`src/rtl/hamming_encoder_stream.sv`:
```
// Streaming (16,11) SECDED Hamming encoder with a 2-entry output FIFO.
// Optional HAMMING_ERR_INJECT_EN adds inj_mask to flip stored codeword bits.
module hamming_encoder_stream (
    input  logic        clk,
    input  logic        rst,
    input  logic [10:0] in_data,
    input  logic        in_valid,
    output logic        in_ready,
    output logic [16:1] code_out,
    output logic        out_valid,
    input  logic        out_ready,
    output logic [15:0] words_sent,
    output logic        empty
`ifdef HAMMING_ERR_INJECT_EN
    ,
    input  logic [16:1] inj_mask
`endif
);

    logic [15:1] pos;
    logic        p1;
    logic        p2;
    logic        p4;
    logic        p8;
    logic        p16;
    logic [16:1] enc;
    logic [16:1] stored;

    logic [16:1] mem [0:1];
    logic        wr_ptr;
    logic        rd_ptr;
    logic [1:0]  count;
    logic        started;
    logic        push;
    logic        pop;

    // Data bits occupy the non-power-of-two positions; parity slots stay 0.
    always_comb begin
        pos     = '0;
        pos[3]  = in_data[0];
        pos[5]  = in_data[1];
        pos[6]  = in_data[2];
        pos[7]  = in_data[3];
        pos[9]  = in_data[4];
        pos[10] = in_data[5];
        pos[11] = in_data[6];
        pos[12] = in_data[7];
        pos[13] = in_data[8];
        pos[14] = in_data[9];
        pos[15] = in_data[10];
    end

    assign p1  = pos[3] ^ pos[5] ^ pos[7] ^ pos[9]
               ^ pos[11] ^ pos[13] ^ pos[15];
    assign p2  = pos[3] ^ pos[6] ^ pos[7] ^ pos[10]
               ^ pos[11] ^ pos[14] ^ pos[15];
    assign p4  = pos[5] ^ pos[6] ^ pos[7] ^ pos[12]
               ^ pos[13] ^ pos[14] ^ pos[15];
    assign p8  = ^pos[15:9];
    assign p16 = p1 ^ p2 ^ p4 ^ p8 ^ (^pos);

    assign enc = {p16, pos[15:9], p8, pos[7:5], p4, pos[3], p2, p1};

`ifdef HAMMING_ERR_INJECT_EN
    assign stored = enc ^ inj_mask;
`else
    assign stored = enc;
`endif

    assign empty     = (count == 2'd0);
    assign out_valid = !empty;
    // started keeps in_ready low until the first edge after reset.
    assign in_ready  = started && (count != 2'd2);
    assign push      = in_valid && in_ready;
    assign pop       = out_valid && out_ready;
    assign code_out  = mem[rd_ptr];

    always_ff @(posedge clk or posedge rst) begin
        if (rst) begin
            mem[0]     <= '0;
            mem[1]     <= '0;
            wr_ptr     <= 1'b0;
            rd_ptr     <= 1'b0;
            count      <= 2'd0;
            started    <= 1'b0;
            words_sent <= 16'h0000;
        end else begin
            started <= 1'b1;
            if (push) begin
                mem[wr_ptr] <= stored;
                wr_ptr      <= ~wr_ptr;
            end
            if (pop) begin
                rd_ptr     <= ~rd_ptr;
                words_sent <= words_sent + 16'd1;
            end
            case ({push, pop})
                2'b10:   count <= count + 2'd1;
                2'b01:   count <= count - 2'd1;
                default: count <= count;
            endcase
        end
    end

endmodule

```
`config.mk`:
```
export PLATFORM = sky130hd
export DESIGN_NAME = hamming_encoder_stream
export DESIGN_NICKNAME = d
export VERILOG_FILES = /design/src/rtl/hamming_encoder_stream.sv
export SDC_FILE = /design/constraint.sdc
export NUM_CORES = 1
export LEC_CHECK = 0
export ABC_AREA = 1
export ABC_CLOCK_PERIOD_IN_PS = 2590
export BUFFER_PORTS_ARGS = -buffer_cell sky130_fd_sc_hd__buf_2
export CAP_MARGIN = 20
export CORE_MARGIN = 4
export CORE_UTILIZATION = 60
export CTS_CLUSTER_SIZE = 20
export DETAILED_ROUTE_END_ITERATION = 6
export PLACE_DENSITY = 0.85
export SLEW_MARGIN = 20
export SYNTH_ARGS = -nofsm -noshare
export SYNTH_HDL_FRONTEND = slang
export SYNTH_SLANG_ARGS = --single-unit
export TNS_END_PERCENT = 50
```
`constraint.sdc`:
```
create_clock -name clk -period 2.59 [get_ports clk]
set_input_delay 0.1295 -clock clk [delete_from_list [all_inputs] [get_ports clk]]
set_output_delay 0.1295 -clock clk [all_outputs]
set_load 0.05 [all_outputs]
```
==> out/metrics.cfg, run 1 <==
[run_status]
status = completed

[timing]
slew_violations = 0
fin_crit_sh = 0.6866
period_needed_ns = 1.778
setup_slack_ns = 0.8116
hold_viol_final = 0
fmax_mhz = 562.3
hold_slack_ns = 0.08368
rsz0062_at_grt = false
relSlewSlack = 0.6152
setup_viol = 0
fin_skew_ns = 0.008976
worstMarginPinSlew_ns = 0.5759
fin_setup_tns_ns = 0

[final_layout]
finalNetCount = 425
final_common_cell = nand2_1
post_layout_nonfiller_instances = 461
drive_above_1_share = 0.2078
area_delta_synth_final_pct = 13.01
final_cell_area_um2 = 3227
final_cell_mix = nand2_1 (138), dfrtp_1 (53), buf_2 (49), inv_1 (44), o21ai_0 (26)
diodes = 0

[placed_design]
port_buffers = 49
place_ws_ns = 0.8423
place_area_um2 = 3117
dp_cells = 452
gp_congestion = 0.8379
post-dp-hpwl_um = 4417

[run]
drv_cap = 0

[setup_path]
worstPathCellList = buf_4 -> nand2_1 -> o21ai_0 -> buf_2
crit_path_max_fanout = 19
crit_path_top_delay_cell = dfrtp_1
crit_type = reg -> out
critPathMaxStageDelay_ns = 0.61
cp_top_family = flip-flops
worst_setup_path_end_kind = primary output
required_ns = 2.46
r2r_slack_ns = 0.83
cp.arrival_ns = 1.65
path_buf_inv = 2
start_kind = flip-flop

[detailed_routing]
totalWireLength_um = 5821
avgRoutedWirePerCell_um = 12.63
drtIter0Drc = 106
firstDrtPassIters = 5
drc = 0
ant_nets = 0
vias_per_cell = 5.119
vias = 2360

[hold_path]
hp-class = in -> reg

[global_route]
grt_overflow = 0
antenna_found_initial = 0
track_usage = 0.2137
grt_pass1_vias = 2346
grt_max_degree = 30
grt_pass1_wl_um = 10290

[synth]
synth_nets = 375
ys_ff_latch = 53
netlist_area_um2 = 2855
synth.distinct_cells = 26
yosysSeqAreaShare = 0.4645
synthCells = 358
synth_warnings = 0
avgSynthCellArea_um2 = 7.976

[clocking]
clk_pin_slew_ns = 0.10
numCtsBuffers = 5
cts_root_buffer = clkbuf_8
clockBufferDepth = 2
clk_latency_ns = 0.31
cts_tree = done
cts_max_level = 2
cts_num_sinks = 53
post_cts_buffers = 0

[floorplan]
die_y_um = 76.99
fp.dieW_um = 76.99
io_pins = 50
dieArea_um2 = 5927
core_area_um2 = 4474
row_count = 24
start_util = 0.6381

[pwr]
cellPowerDensity_nw_per_um2 = 1188
ir_drop_mv = 0.6516
power.leakage_nw = 1.787

## state kept, by name (all words and copies together), names as in the netlist
name / cells
words_sent: 16
mem: 32
started: 1
wr_ptr: 1
count: 2
rd_ptr: 1
## path summary, 6_finish.rpt
kind	from	to	cells past startpoint
max in group asynchronous	rst	mem[18]$_DFFE_PP0P_	4
hold reg to reg	mem[4]$_DFFE_PP0P_	mem[4]$_DFFE_PP0P_	2
setup reg to reg	count[0]$_DFFE_PP0P_	mem[19]$_DFFE_PP0P_	7
min in group asynchronous	rst	words_sent[4]$_DFFE_PP0P_	3
setup / recovery	rd_ptr$_DFFE_PP0P_	code_out[12]	4
hold / removal	in_data[9]	mem[29]$_DFFE_PP0P_	3
## power breakdown
part	switching, W	leakage [nW]	total [W]	internal (W)
clock network	0.000278	0.0518	0.000501	0.000222
logic	0.00149	1.08	0.00199	0.000501
registers	0.000208	0.659	0.00135	0.00114
total	0.00197	1.79	0.00383	0.00186
## worst reg2reg max path, cell delays in order, from the launching register on
cell and delay, ns:
dfrtp_1 0.46, inv_1 0.08, a21boi_2 0.19, nand2_4 0.10, nor2_4 0.46, inv_1 0.19, nand2_1 0.11, nand2_1 0.06
## timing repair
item | in CTS | in global routing
gates resized for setup | 0 | 0
endpoints found under the setup margin | 0 | 0
endpoints found under the hold margin | 21 | 0
hold buffers | 1 | 0
## metal layers
metal / vias up / share of wire / track usage
met5: - / 0 / 0
met4: 0 / 0.019 / 0.07829
met3: 12 / 0.044 / 0.04215
met2: 56 / 0.48 / 0.3537
met1: 1097 / 0.45 / 0.2794
li1: 1195 / - / -
## cell usage after synthesis
master    instances  share of area
nor3_2            3          0.011
nand2_1         138           0.18
ha_1              2         0.0088
inv_4             1         0.0022
o21ai_2          11          0.034
clkbuf_1          3         0.0039
a21oi_1           1         0.0018
dfrtp_1          53           0.46
o21ai_0          26          0.046
buf_6             4          0.016
nand2_2           2         0.0044
nor2_1           12          0.016
nor4_4            1         0.0074
inv_1            45          0.059
nand2_4           2         0.0079
nand4_1           1         0.0022
o21ai_1           5         0.0088
nand3b_1          1         0.0026
clkbuf_2          1         0.0018
nor2_4            3          0.012
xnor2_1          14          0.043
xor2_1           11          0.034
a21boi_2          1         0.0039
conb_1            1         0.0013
buf_2             2         0.0035
nand3_1          14          0.025
## layout make-up
| type | count | area, um2 |
|---|---|---|
| fillers | 356 | 1247 |
| flip-flops and latches | 53 | 1326 |
| well taps | 52 | 65.06 |
| clock buffers | 6 | 82.58 |
| repair buffers | 53 | 277.8 |
| inverters | 46 | 175.2 |
| multi-input cells | 249 | 1282 |
| clock inverters | 2 | 17.52 |
## cells by family (layout without fill, tap and decap cells)
kind of cell	count (synthesis)	count (layout)	share of synthesized area
AND/OR/NAND/NOR	177	177	0.2686
adder cells (fa/ha/maj)	2	2	0.008763
other	1	1	0.001313
buffers and inverters	56	107	0.08633
AO/OA/AOI/OAI	44	44	0.09377
XOR/XNOR	25	25	0.07669
flip-flops	53	53	0.4645
## through the flow
stage / total power [W] / utilization
floorplan: 0.002925 / -
global placement: 0.003292 / 0.6966
detailed placement: 0.003353 / 0.6966
CTS: 0.003864 / 0.7212
global route: 0.004102 / 0.7212
finish: 0.003833 / 0.7212
(Power assumes the default switching activity.)
==> inputs of run 2 (changes only) <==
- ABC_CLOCK_PERIOD_IN_PS: 2590 -> 1750
- CORE_UTILIZATION: 60 -> 56
- PLACE_DENSITY: 0.85 -> 0.8
- clock period: 2.59 -> 1.75 ns (I/O delays scaled with it)
==> out/metrics.cfg, run 2 (synthesis results as in run 1) <==
[setup_path]
cp_num_cells = 7
start_kind = flip-flop
crit_path_max_fanout = 6
path_buf_inv = 1
critPathMaxStageDelay_ns = 0.45
crit_type = reg -> reg
worst_r2r_path_depth = 7
cp_top_family = flip-flops
r2r_slack_ns = 0.12
required_ns = 1.95
cp.arrival_ns = 1.83
worst_setup_path_end_kind = flip-flop
r2r-start = count[0]$_DFFE_PP0P_
cp-startpoint = count[0]$_DFFE_PP0P_
crit_path_top_delay_cell = dfrtp_2
endpoint = count[1]$_DFFE_PP0P_
worstPathCellList = inv_1 -> a21boi_4 -> nand2_4 -> ha_1 -> a21oi_1 -> o21ai_0 -> xnor2_1
worstReg2RegEnd = count[1]$_DFFE_PP0P_

[pwr]
p_int_w = 0.002738
swShare = 0.5146
p_comb_frac = 0.527
cellPowerDensity_nw_per_um2 = 1724
power.leakage_nw = 1.791
finalPower_w = 0.005640
p_sw_w = 0.002903
clock_power_share = 0.121
ir_drop_mv = 0.9788
pwr-share-seq = 0.353

[final_layout]
fin_util = 0.6792
final_common_cell = nand2_1
top_regs = mem: 32 flops, words_sent: 16 flops, count: 2 flops
diodes = 0
area_delta_synth_final_pct = 14.59
regMostFlops = mem
final_cell_mix = nand2_1 (138), buf_2 (49), dfrtp_1 (49), inv_1 (44), o21ai_0 (26)
drive_above_1_share = 0.2220
largest_reg_flops = 32
finalNetCount = 426
post_layout_nonfiller_instances = 477

[run_status]
status = completed

[detailed_routing]
ant_nets = 0
totalWireLength_um = 5468
vias = 2296
firstDrtPassIters = 4
drc = 0
drtIter0Drc = 138
avgRoutedWirePerCell_um = 11.46
vias_per_cell = 4.813

[timing]
fin_skew_ns = 0.005768
hold_slack_ns = 0.03425
setup_viol = 0
rsz0062_at_grt = false
fin_crit_sh = 0.9337
slew_violations = 0
fmax_mhz = 612.0
hold_viol_final = 0
period_needed_ns = 1.634

[clocking]
clk_latency_ns = 0.31
numCtsBuffers = 5
clk_pin_slew_ns = 0.09
post_cts_buffers = 0
cts_max_level = 2
cts_num_sinks = 53
clockBufferDepth = 2
cts_tree = done
cts_root_buffer = clkbuf_8

[global_route]
grt_pass1_vias = 2249
met2_usage = 0.3502
met1_usage = 0.2376
grt_overflow = 0
grt_use_met3 = 0.03160
grt_pass1_wl_um = 9880
antenna_found_initial = 0
grt_max_degree = 37
track_usage = 0.1963
gr-max-usage-layer = met2

[placed_design]
dp_cells = 468
gp_congestion = 0.7939
port_buffers = 49
post-dp-hpwl_um = 4082

[hold_path]
holdPathStages = 3
hp-class = in -> reg

[floorplan]
core_area_um2 = 4817
io_pins = 50
die_y_um = 79.41
fp.dieW_um = 79.41
row_count = 25
start_util = 0.5927
dieArea_um2 = 6305

[run]
drv_cap = 0

## run 2: what timing repair did
action | 4_1_cts | 5_1_grt
hold buffers | 1 | 0
endpoints found under the hold margin | 17 | 0
resized for setup | 0 | 1
endpoints found under the setup margin | 0 | 1
## run 2: final cells by class
| type | count | area [um2] |
|---|---|---|
| tap | 67 | 83.83 |
| timing repair buffer | 54 | 297.8 |
| clock inverter | 3 | 17.52 |
| fill | 441 | 1545 |
| sequential | 53 | 1331 |
| clock buffer | 5 | 68.82 |
| multi-input combinational | 249 | 1297 |
| inverter | 46 | 175.2 |
## run 2: worst min-delay path by stage
stage,startpoint,endpoint
finish,in_data[8],mem[28]$_DFFE_PP0P_
floorplan,in_data[1],mem[4]$_DFFE_PP0P_
global route,in_data[1],mem[4]$_DFFE_PP0P_
CTS,in_data[8],mem[28]$_DFFE_PP0P_
detailed placement,rst,started$_DFF_PP0_
global placement,rst,started$_DFF_PP0_
## run 2: through the flow
step / setup TNS, ns / area [um2] / setup slack [ns]
final: 0 / 3272 / 0.1160
after CTS: 0 / 3271 / 0.1027
after detailed placement: 0 / 3174 / 0.1165
after global routing: 0 / 3272 / 0.006052
after floorplan: -0.06583 / 2874 / -0.04583
after global placement: 0 / 3174 / 0.2048
## run 2: power groups by stage
stage / Clock (W) / Sequential (W) / Combinational [W]
floorplan: 0 / 0.00217 / 0.00220
global placement: 0 / 0.00198 / 0.00293
detailed placement: 0 / 0.00201 / 0.00299
CTS: 0.000708 / 0.00199 / 0.00301
global route: 0.000756 / 0.00205 / 0.00326
finish: 0.000680 / 0.00199 / 0.00297
## run 2: layer usage
metal	vias to the layer above	part of all wire
li1	1193	-
met1	1053	0.45
met2	43	0.49
met3	7	0.042
met4	0	0.014
met5	-	0
## run 2: worst register-to-register path: stages, from the launching register on
cell and delay [ns]:
dfrtp_2 0.45, inv_1 0.09, a21boi_4 0.18, nand2_4 0.09, ha_1 0.32, a21oi_1 0.12, o21ai_0 0.12, xnor2_1 0.14
==> inputs of run 3 (changes only) <==
- CORE_UTILIZATION: 56 -> 45
- CTS_BUF_LIST: unset -> sky130_fd_sc_hd__clkbuf_8
- PLACE_DENSITY: 0.8 -> 0.66
==> out/metrics.cfg, run 3 (synthesis results as in run 1) <==
[timing]
fin_crit_sh = 0.9133
period_needed_ns = 1.598
setup_slack_ns = 0.1517
fmax_mhz = 625.7
setup_viol = 0
fin_skew_ns = 0.006162
slew_violations = 0
hold_viol_final = 0
rsz0062_at_grt = false

[floorplan]
die_y_um = 87.66
row_count = 28
fp.dieW_um = 87.66
core_area_um2 = 6026
start_util = 0.4738
dieArea_um2 = 7683
io_pins = 50

[final_layout]
final_cell_mix = nand2_1 (138), buf_2 (49), dfrtp_1 (49), inv_1 (46), o21ai_0 (26)
regMostFlops = mem
final_common_cell = nand2_1
post_layout_nonfiller_instances = 485
fill_cells = 614
top_regs = mem: 32 flops, words_sent: 16 flops, count: 2 flops
largest_reg_flops = 32
finalNetCount = 426
diodes = 0
multi_input_area_um2 = 1297
area_delta_synth_final_pct = 14.86
ff_latch_area_um2 = 1331
drive_above_1_share = 0.2171

[pwr]
ir_drop_mv = 0.9217
clock_power_share = 0.116
cellPowerDensity_nw_per_um2 = 1706
pwr-share-seq = 0.353
p_int_w = 0.002727
p_comb_frac = 0.531
finalPower_w = 0.005596
p_sw_w = 0.002869
swShare = 0.5126
power.leakage_nw = 1.793

[global_route]
track_usage = 0.1607
grt_pass1_wl_um = 9791
grt_max_degree = 31
grt_overflow = 0
antenna_found_initial = 0
grt_pass1_vias = 2177

[hold_path]
min_to = mem[28]$_DFFE_PP0P_
hp-class = in -> reg
min_from = in_data[8]
holdPathStages = 3

[clocking]
numCtsBuffers = 5
clockBufferDepth = 2
clk_pin_slew_ns = 0.09
cts_root_buffer = clkbuf_8
cts_max_level = 2
clk_latency_ns = 0.30
post_cts_buffers = 0
cts_tree = done
cts_num_sinks = 53

[detailed_routing]
totalWireLength_um = 5537
firstDrtPassIters = 4
drc = 0
drtIter0Drc = 97
vias = 2262
vias_per_cell = 4.664
ant_nets = 0
avgRoutedWirePerCell_um = 11.42

[setup_path]
critPathMaxStageDelay_ns = 0.45
worstReg2RegEnd = count[1]$_DFFE_PP0P_
worstPathCellList = inv_1 -> a21boi_4 -> nand2_4 -> ha_1 -> a21oi_1 -> o21ai_0 -> xnor2_1
crit_path_top_delay_cell = dfrtp_2
required_ns = 1.94
cp_top_family = flip-flops
crit_path_max_fanout = 6
start_kind = flip-flop
cp.arrival_ns = 1.79
worst_setup_path_end_kind = flip-flop
crit_type = reg -> reg
path_buf_inv = 1
r2r_slack_ns = 0.15
worst_r2r_path_depth = 7
r2r-start = count[0]$_DFFE_PP0P_

[placed_design]
gp_congestion = 0.7655
post-dp-hpwl_um = 4203
place_ws_ns = 0.1340
port_buffers = 49
dp_cells = 476

[run]
drv_cap = 0

[run_status]
status = completed

[run 3: changes by cell type in the layout (fill, tap and decap cells not counted), sizes merged]
cell    delta
clkinv     -2
inv        +2
[run 3: through the flow]
stage               utilization  hold WS (ns)  area, um2  TNS (ns)
floorplan                     -        0.2041       2874  -0.06583
global placement         0.5284       0.08844       3184         0
detailed placement       0.5284       0.08160       3184         0
CTS                      0.5440       0.03035       3278         0
finish                   0.5442       0.03964       3279         0
global route             0.5442       0.06644       3279         0
[run 3: power groups by stage]
stage	combinational (W)	clock, W	sequential [W]
after floorplan	0.00220	0	0.00217
after detailed placement	0.00301	0	0.00200
after global routing	0.00328	0.000723	0.00203
final	0.00297	0.000650	0.00197
after global placement	0.00297	0	0.00198
after CTS	0.00302	0.000680	0.00197
[run 3: repair_timing]
| item | in CTS | in global routing |
|---|---|---|
| setup endpoints to repair | 0 | 1 |
| resized for setup | 0 | 1 |
| hold endpoints to repair | 15 | 0 |
| hold buffers | 1 | 0 |
[run 3: worst max path at each step]
stage,start,endpoint,depth (start not counted)
6_report,count[0]$_DFFE_PP0P_,count[1]$_DFFE_PP0P_,7
5_1_grt,words_sent[2]$_DFFE_PP0P_,words_sent[15]$_DFFE_PP0P_,7
4_1_cts,count[1]$_DFFE_PP0P_,words_sent[15]$_DFFE_PP0P_,7
3_5_place_dp,count[1]$_DFFE_PP0P_,words_sent[15]$_DFFE_PP0P_,7
3_3_place_gp,count[0]$_DFFE_PP0P_,count[1]$_DFFE_PP0P_,7
2_1_floorplan,count[0]$_DFFE_PP0P_,count[1]$_DFFE_PP0P_,7
[run 3: per-layer routing]
layer  track usage  vias up  part of all wire
met4       0.05300        0             0.014
met5             0        -                 0
met1        0.2075     1039              0.48
met2        0.2685       29              0.48
met3       0.03481        5             0.032
li1              -     1189                 -
[run 3: worst register-to-register path, cell delays in order, from the launching register on]
cell and delay, ns:
dfrtp_2 0.45, inv_1 0.09, a21boi_4 0.18, nand2_4 0.09
ha_1 0.31, a21oi_1 0.11, o21ai_0 0.11, xnor2_1 0.14
[run 3: cell type report]
type | count | area share
Clock buffer | 5 | 0.02098
Clock inverter | 3 | 0.004578
Tap cell | 75 | 0.02861
Timing Repair Buffer | 54 | 0.09081
Inverter | 46 | 0.05341
Multi-Input combinational cell | 249 | 0.3956
Sequential cell | 53 | 0.4060
